[src/rtl/seg_scanner.sv]
// Time-multiplexed N-digit 7-segment scanner: dwell-based digit rotation, anti-ghosting
// blank interval, per-digit enable/blink and selectable output polarity.
module seg_scanner #(
  parameter int DIGITS       = 8,
  parameter int CLK_HZ       = 10000000,
  parameter int SCAN_HZ      = 1000,
  parameter int BLANK_CYCLES = 16,
  parameter int BLINK_FRAMES = 256,
  parameter int ACTIVE_LOW   = 1
) (
  input  logic                        clock,
  input  logic                        reset,
  input  logic [4*DIGITS-1:0]         content,
  input  logic [DIGITS-1:0]           dp,
  input  logic [DIGITS-1:0]           en,
  input  logic [DIGITS-1:0]           blink,
  output logic [DIGITS-1:0]           an,
  output logic [6:0]                  seg,
  output logic                        seg_dp,
  output logic [$clog2(DIGITS)-1:0]   digit_idx,
  output logic                        frame_tick
);

  localparam int DWELL = CLK_HZ / SCAN_HZ;
  localparam int PW    = $clog2(DWELL);
  localparam int IW    = $clog2(DIGITS);
  localparam int FW    = $clog2(BLINK_FRAMES + 1);

  localparam logic [PW-1:0]     PRE_LAST  = PW'(DWELL - 1);
  localparam logic [PW-1:0]     PRE_BLANK = PW'(BLANK_CYCLES);
  localparam logic [IW-1:0]     IDX_LAST  = IW'(DIGITS - 1);
  localparam logic [FW-1:0]     FRM_LAST  = FW'(BLINK_FRAMES - 1);
  localparam logic              POL       = (ACTIVE_LOW != 0);
  localparam logic [DIGITS-1:0] AN_OFF    = {DIGITS{POL}};
  localparam logic [6:0]        SEG_OFF   = {7{POL}};

  typedef enum logic {ST_BLANK, ST_DRIVE} state_t;

  state_t            state_q, state_d;
  logic [PW-1:0]     prescaler_q, prescaler_d;
  logic [IW-1:0]     digit_idx_q, digit_idx_d;
  logic              frame_tick_q, frame_tick_d;
  logic [FW-1:0]     frame_cnt_q, frame_cnt_d;
  logic              blink_phase_q, blink_phase_d;
  logic [6:0]        sh_pat_q, sh_pat_d;
  logic              sh_dp_q, sh_dp_d;
  logic              sh_en_q, sh_en_d;
  logic              sh_blink_q, sh_blink_d;
  logic [DIGITS-1:0] an_q, an_d;
  logic [6:0]        seg_q, seg_d;
  logic              seg_dp_q, seg_dp_d;

  logic [DIGITS-1:0] onehot;
  logic              wrap;
  logic              dark;

  function automatic logic [6:0] decode7(input logic [3:0] n);
    case (n)
      4'h0: decode7 = 7'h3F;
      4'h1: decode7 = 7'h06;
      4'h2: decode7 = 7'h5B;
      4'h3: decode7 = 7'h4F;
      4'h4: decode7 = 7'h66;
      4'h5: decode7 = 7'h6D;
      4'h6: decode7 = 7'h7D;
      4'h7: decode7 = 7'h07;
      4'h8: decode7 = 7'h7F;
      4'h9: decode7 = 7'h6F;
      4'hA: decode7 = 7'h77;
      4'hB: decode7 = 7'h7C;
      4'hC: decode7 = 7'h39;
      4'hD: decode7 = 7'h5E;
      4'hE: decode7 = 7'h79;
      default: decode7 = 7'h71;
    endcase
  endfunction

  for (genvar gi = 0; gi < DIGITS; gi++) begin : g_onehot
    assign onehot[gi] = (digit_idx_q == IW'(gi));
  end

  always_comb begin
    wrap         = (prescaler_q == PRE_LAST);
    prescaler_d  = wrap ? '0 : prescaler_q + PW'(1);
    digit_idx_d  = digit_idx_q;
    frame_tick_d = 1'b0;
    if (wrap) begin
      digit_idx_d  = (digit_idx_q == IDX_LAST) ? '0 : digit_idx_q + IW'(1);
      frame_tick_d = (digit_idx_q == IDX_LAST);
    end

    frame_cnt_d   = frame_cnt_q;
    blink_phase_d = blink_phase_q;
    if (frame_tick_q) begin
      if (frame_cnt_q == FRM_LAST) begin
        frame_cnt_d   = '0;
        blink_phase_d = ~blink_phase_q;
      end else begin
        frame_cnt_d = frame_cnt_q + FW'(1);
      end
    end

    // State tracks the prescaler value it is registered alongside.
    state_d = (prescaler_d < PRE_BLANK) ? ST_BLANK : ST_DRIVE;

    // Shadow copy is taken once per dwell so mid-dwell input changes cannot tear.
    sh_pat_d   = sh_pat_q;
    sh_dp_d    = sh_dp_q;
    sh_en_d    = sh_en_q;
    sh_blink_d = sh_blink_q;
    if (prescaler_q == '0) begin
      sh_pat_d   = decode7(content[{digit_idx_q, 2'b00} +: 4]);
      sh_dp_d    = dp[digit_idx_q];
      sh_en_d    = en[digit_idx_q];
      sh_blink_d = blink[digit_idx_q];
    end

    dark     = ~sh_en_q | (sh_blink_q & blink_phase_q);
    an_d     = AN_OFF;
    seg_d    = SEG_OFF;
    seg_dp_d = POL;
    if (state_q == ST_DRIVE && !dark) begin
      an_d     = onehot ^ AN_OFF;
      seg_d    = sh_pat_q ^ SEG_OFF;
      seg_dp_d = sh_dp_q ^ POL;
    end
  end

  always_ff @(posedge clock) begin
    if (!reset) begin
      state_q       <= ST_BLANK;
      prescaler_q   <= '0;
      digit_idx_q   <= '0;
      frame_tick_q  <= 1'b0;
      frame_cnt_q   <= '0;
      blink_phase_q <= 1'b0;
      sh_pat_q      <= '0;
      sh_dp_q       <= 1'b0;
      sh_en_q       <= 1'b0;
      sh_blink_q    <= 1'b0;
      an_q          <= AN_OFF;
      seg_q         <= SEG_OFF;
      seg_dp_q      <= POL;
    end else begin
      state_q       <= state_d;
      prescaler_q   <= prescaler_d;
      digit_idx_q   <= digit_idx_d;
      frame_tick_q  <= frame_tick_d;
      frame_cnt_q   <= frame_cnt_d;
      blink_phase_q <= blink_phase_d;
      sh_pat_q      <= sh_pat_d;
      sh_dp_q       <= sh_dp_d;
      sh_en_q       <= sh_en_d;
      sh_blink_q    <= sh_blink_d;
      an_q          <= an_d;
      seg_q         <= seg_d;
      seg_dp_q      <= seg_dp_d;
    end
  end

  assign an         = an_q;
  assign seg        = seg_q;
  assign seg_dp     = seg_dp_q;
  assign digit_idx  = digit_idx_q;
  assign frame_tick = frame_tick_q;

endmodule

[config.mk]
export PLATFORM = sky130hd
export DESIGN_NAME = seg_scanner
export DESIGN_NICKNAME = d
export VERILOG_FILES = /design/src/rtl/seg_scanner.sv
export SDC_FILE = /design/constraint.sdc
export NUM_CORES = 1
export LEC_CHECK = 0
export ABC_CLOCK_PERIOD_IN_PS = 2800
export CORE_UTILIZATION = 35
export DETAILED_ROUTE_END_ITERATION = 8
export DONT_BUFFER_PORTS = 1
export SETUP_SLACK_MARGIN = 0.5
export SLEW_MARGIN = 10
export SYNTH_ARGS = -nofsm -noshare
export SYNTH_HDL_FRONTEND = slang
export SYNTH_SLANG_ARGS = --single-unit
[constraint.sdc]
create_clock -name clock -period 2.8 [get_ports clock]
set_input_delay 0.56 -clock clock [delete_from_list [all_inputs] [get_ports clock]]
set_output_delay 0.56 -clock clock [all_outputs]
set_load 0.05 [all_outputs]
==> reports/qor.csv <==
metric,value,unit
synth_top_family_by_area,simple AND/OR/NAND/NOR gates,
path_max_fanout,10,
cts_tree,done,
drc,0,
intPower,1.04,mW
yosysTopAreaCell,dfxtp_1,
clkTransAtPathRegs,0.11,ns
arrival,2.45,ns
synthesis.nets,381,
seqPwrFrac,58.5,%
die-area,8730,um^2
cts_htree_levels,2,
die-width,93.5,um
required,3.05,ns
cts_root_buf,clkbuf_8,
avgRoutedWirePerCell,15.6,um
seq_area_frac_synth,37.6,%
path_class,reg -> reg,
drive_gt1_share,13.0,%
ys_ff_latch,55,
nNetsFinal,381,
synthArstFlopShare,0,%
swShare,25.6,%
synthDistinctLibCells,49,
status,finished clean,
maxCapViolCount,0,
vias,2216,
placed_cells,402,
hold_path_class,in -> reg,
p_switching,0.359,mW
hold_ws,0.373,ns
drtPass1Iterations,4,
skew,0.00954,ns
antenna_found_initial,0,
synth-compound-area-share,8.68,%
ir_drop,0.000244,V
avgSynthCellArea,9.54,um^2
core-area,7930,um^2
ant_nets,0,
synth_top_area_share,37.6,%
leakage,1.15,nW
drt_wl_total,6410,um
layout_min_cycle_time,2.20,ns
layout.cells.non_filler,410,
diodes,0,
p_clk_share,32.6,%
grt_pass1_vias,2032,
grt_pass1_wl,10700,um
synthCells,307,
clockBufferDepth,2,
clkLatencyLatePin,0.31,ns
yosys.area_share.simple,21.5,%
synth_top_flop_cell,dfxtp_1,
layout_commonest_cell,dfxtp_1,
final-max-slew-violation-count,0,
synth_area,2930,um^2
synthMuxAreaShare,14.6,%
setup_tns,0,ns
initial_utilization,36.9,%
final.period_utilization,78.4,%
ys_top_cells_by_area,"dfxtp_1, mux4_2, ha_1, nor2_1, nand2_1",
clock-sinks,55,
worstRegToRegCells,6,
holdBufCountCts,0,
cp-start-kind,register,
endpoint_kind,register,
finalHoldViolations,0,
hold_path_depth,1,
ioPinCount,78,
io_buffers,0,
grtUsageTotal,15.6,%
r2r_setup_slack,0.60,ns
hpwl,4880,um
cts_buffers,5,
drt_iter0_markers,75,
fp.dieH,93.5,um
fmax,455,MHz
layout_common_cells,"dfxtp_1, nor2_1, nand2_1, ha_1",
synth_xor_area_share,6.28,%
fp-row-count,32,
rsz0062_at_grt,false,
worst_slew_pin_slew,0.588,ns
gp_congestion,0.799,
powerDensity,447,nW/um^2
ys_warn_count,0,
grt_start_max_net_pins,19,
pwr-share-comb,8.8,%
postCtsSetupRepairBufs,0,
max_slew_margin,60.5,%
overflow,0,
syn_to_final_growth,6.92,%
viasPerCell,5.40,
synth_fa_ha_area_share,6.84,%
setup_violations,0,
synth_edf_count,0,
[state kept, by name (all words and copies together), names as in the netlist, 3 cells and up]
signal and cells:
prescaler_q 14, digit_idx 3, an 8, frame_cnt_q 9
seg 7, sh_pat_q 7
[Yosys cell counts, drive strengths merged, types with 7 or more instances]
library cell and count:
xnor2 12, inv 10, o21ai 7, clkbuf 7, nand3 12, nand4 9
nor2 44, buf 7, mux4 14, dfxtp 55, xor2 9, ha 16
nand2 37
[layer usage]
metal	wire length [um]	global-route usage, %	vias up
li1	-	-	1092
met1	3060	21.7	1062
met2	2970	24.6	57
met3	323	3.50	5
met4	60	3.97	0
met5	0	0	-
[power by group through the flow]
| stage | clock, mW | sequential [mW] | combinational, mW |
|---|---|---|---|
| global placement | 0 | 0.838 | 0.121 |
| CTS | 0.474 | 0.820 | 0.123 |
| floorplan | 0 | 0.833 | 0.115 |
| finish | 0.457 | 0.820 | 0.124 |
| global route | 0.511 | 0.823 | 0.139 |
| detailed placement | 0 | 0.838 | 0.123 |
[kinds of logic after synthesis]
family	Yosys count
AND/OR/NAND/NOR	133
XOR/XNOR	21
flip-flops	55
buffers and inverters	25
adder cells (fa/ha/maj)	16
AO/OA/AOI/OAI	34
multiplexers	23
[critical path: stages (launching register included)]
cell and delay, ns:
dfxtp_4 0.46, mux4_1 0.62, mux2i_4 0.26, inv_1 0.12, ha_1 0.25, a211o_1 0.27
a31oi_1 0.15
[final timing paths]
kind	endpoint	from
setup reg to reg	sh_pat_q[3]$_SDFFE_PN0N_	digit_idx[0]$_SDFFE_PN0N_
hold reg to reg	seg[6]$_SDFF_PN1_	sh_pat_q[6]$_SDFFE_PN0N_
setup / recovery	sh_pat_q[3]$_SDFFE_PN0N_	digit_idx[0]$_SDFFE_PN0N_
hold / removal	frame_cnt_q[8]$_SDFFE_PN0P_	reset
[layout make-up]
class | instances | area, um^2
inverter | 11 | 41.3
clock buffer | 5 | 68.8
clock inverter | 3 | 22.5
multi-input combinational | 227 | 1710
fill | 813 | 4800
timing repair buffer | 7 | 52.6
sequential | 55 | 1110
tap | 102 | 128
[what timing repair did]
item,4_1_cts,5_1_grt
gates resized for setup,0,2
endpoints found under the hold margin,0,0
setup endpoints to repair,0,9
[metrics by stage]
stage                     area [um^2]  setup WS, ns  total power, mW  utilization [%]
after floorplan                  2950         0.522            0.948                -
after global placement           3030         0.507            0.959             38.2
after detailed placement         3030         0.466            0.960             38.2
after CTS                        3120         0.502             1.42             39.4
after global routing             3130         0.492             1.47             39.5
final                            3130         0.604             1.40             39.5
Note: power is estimated with default switching activity, not from simulation.
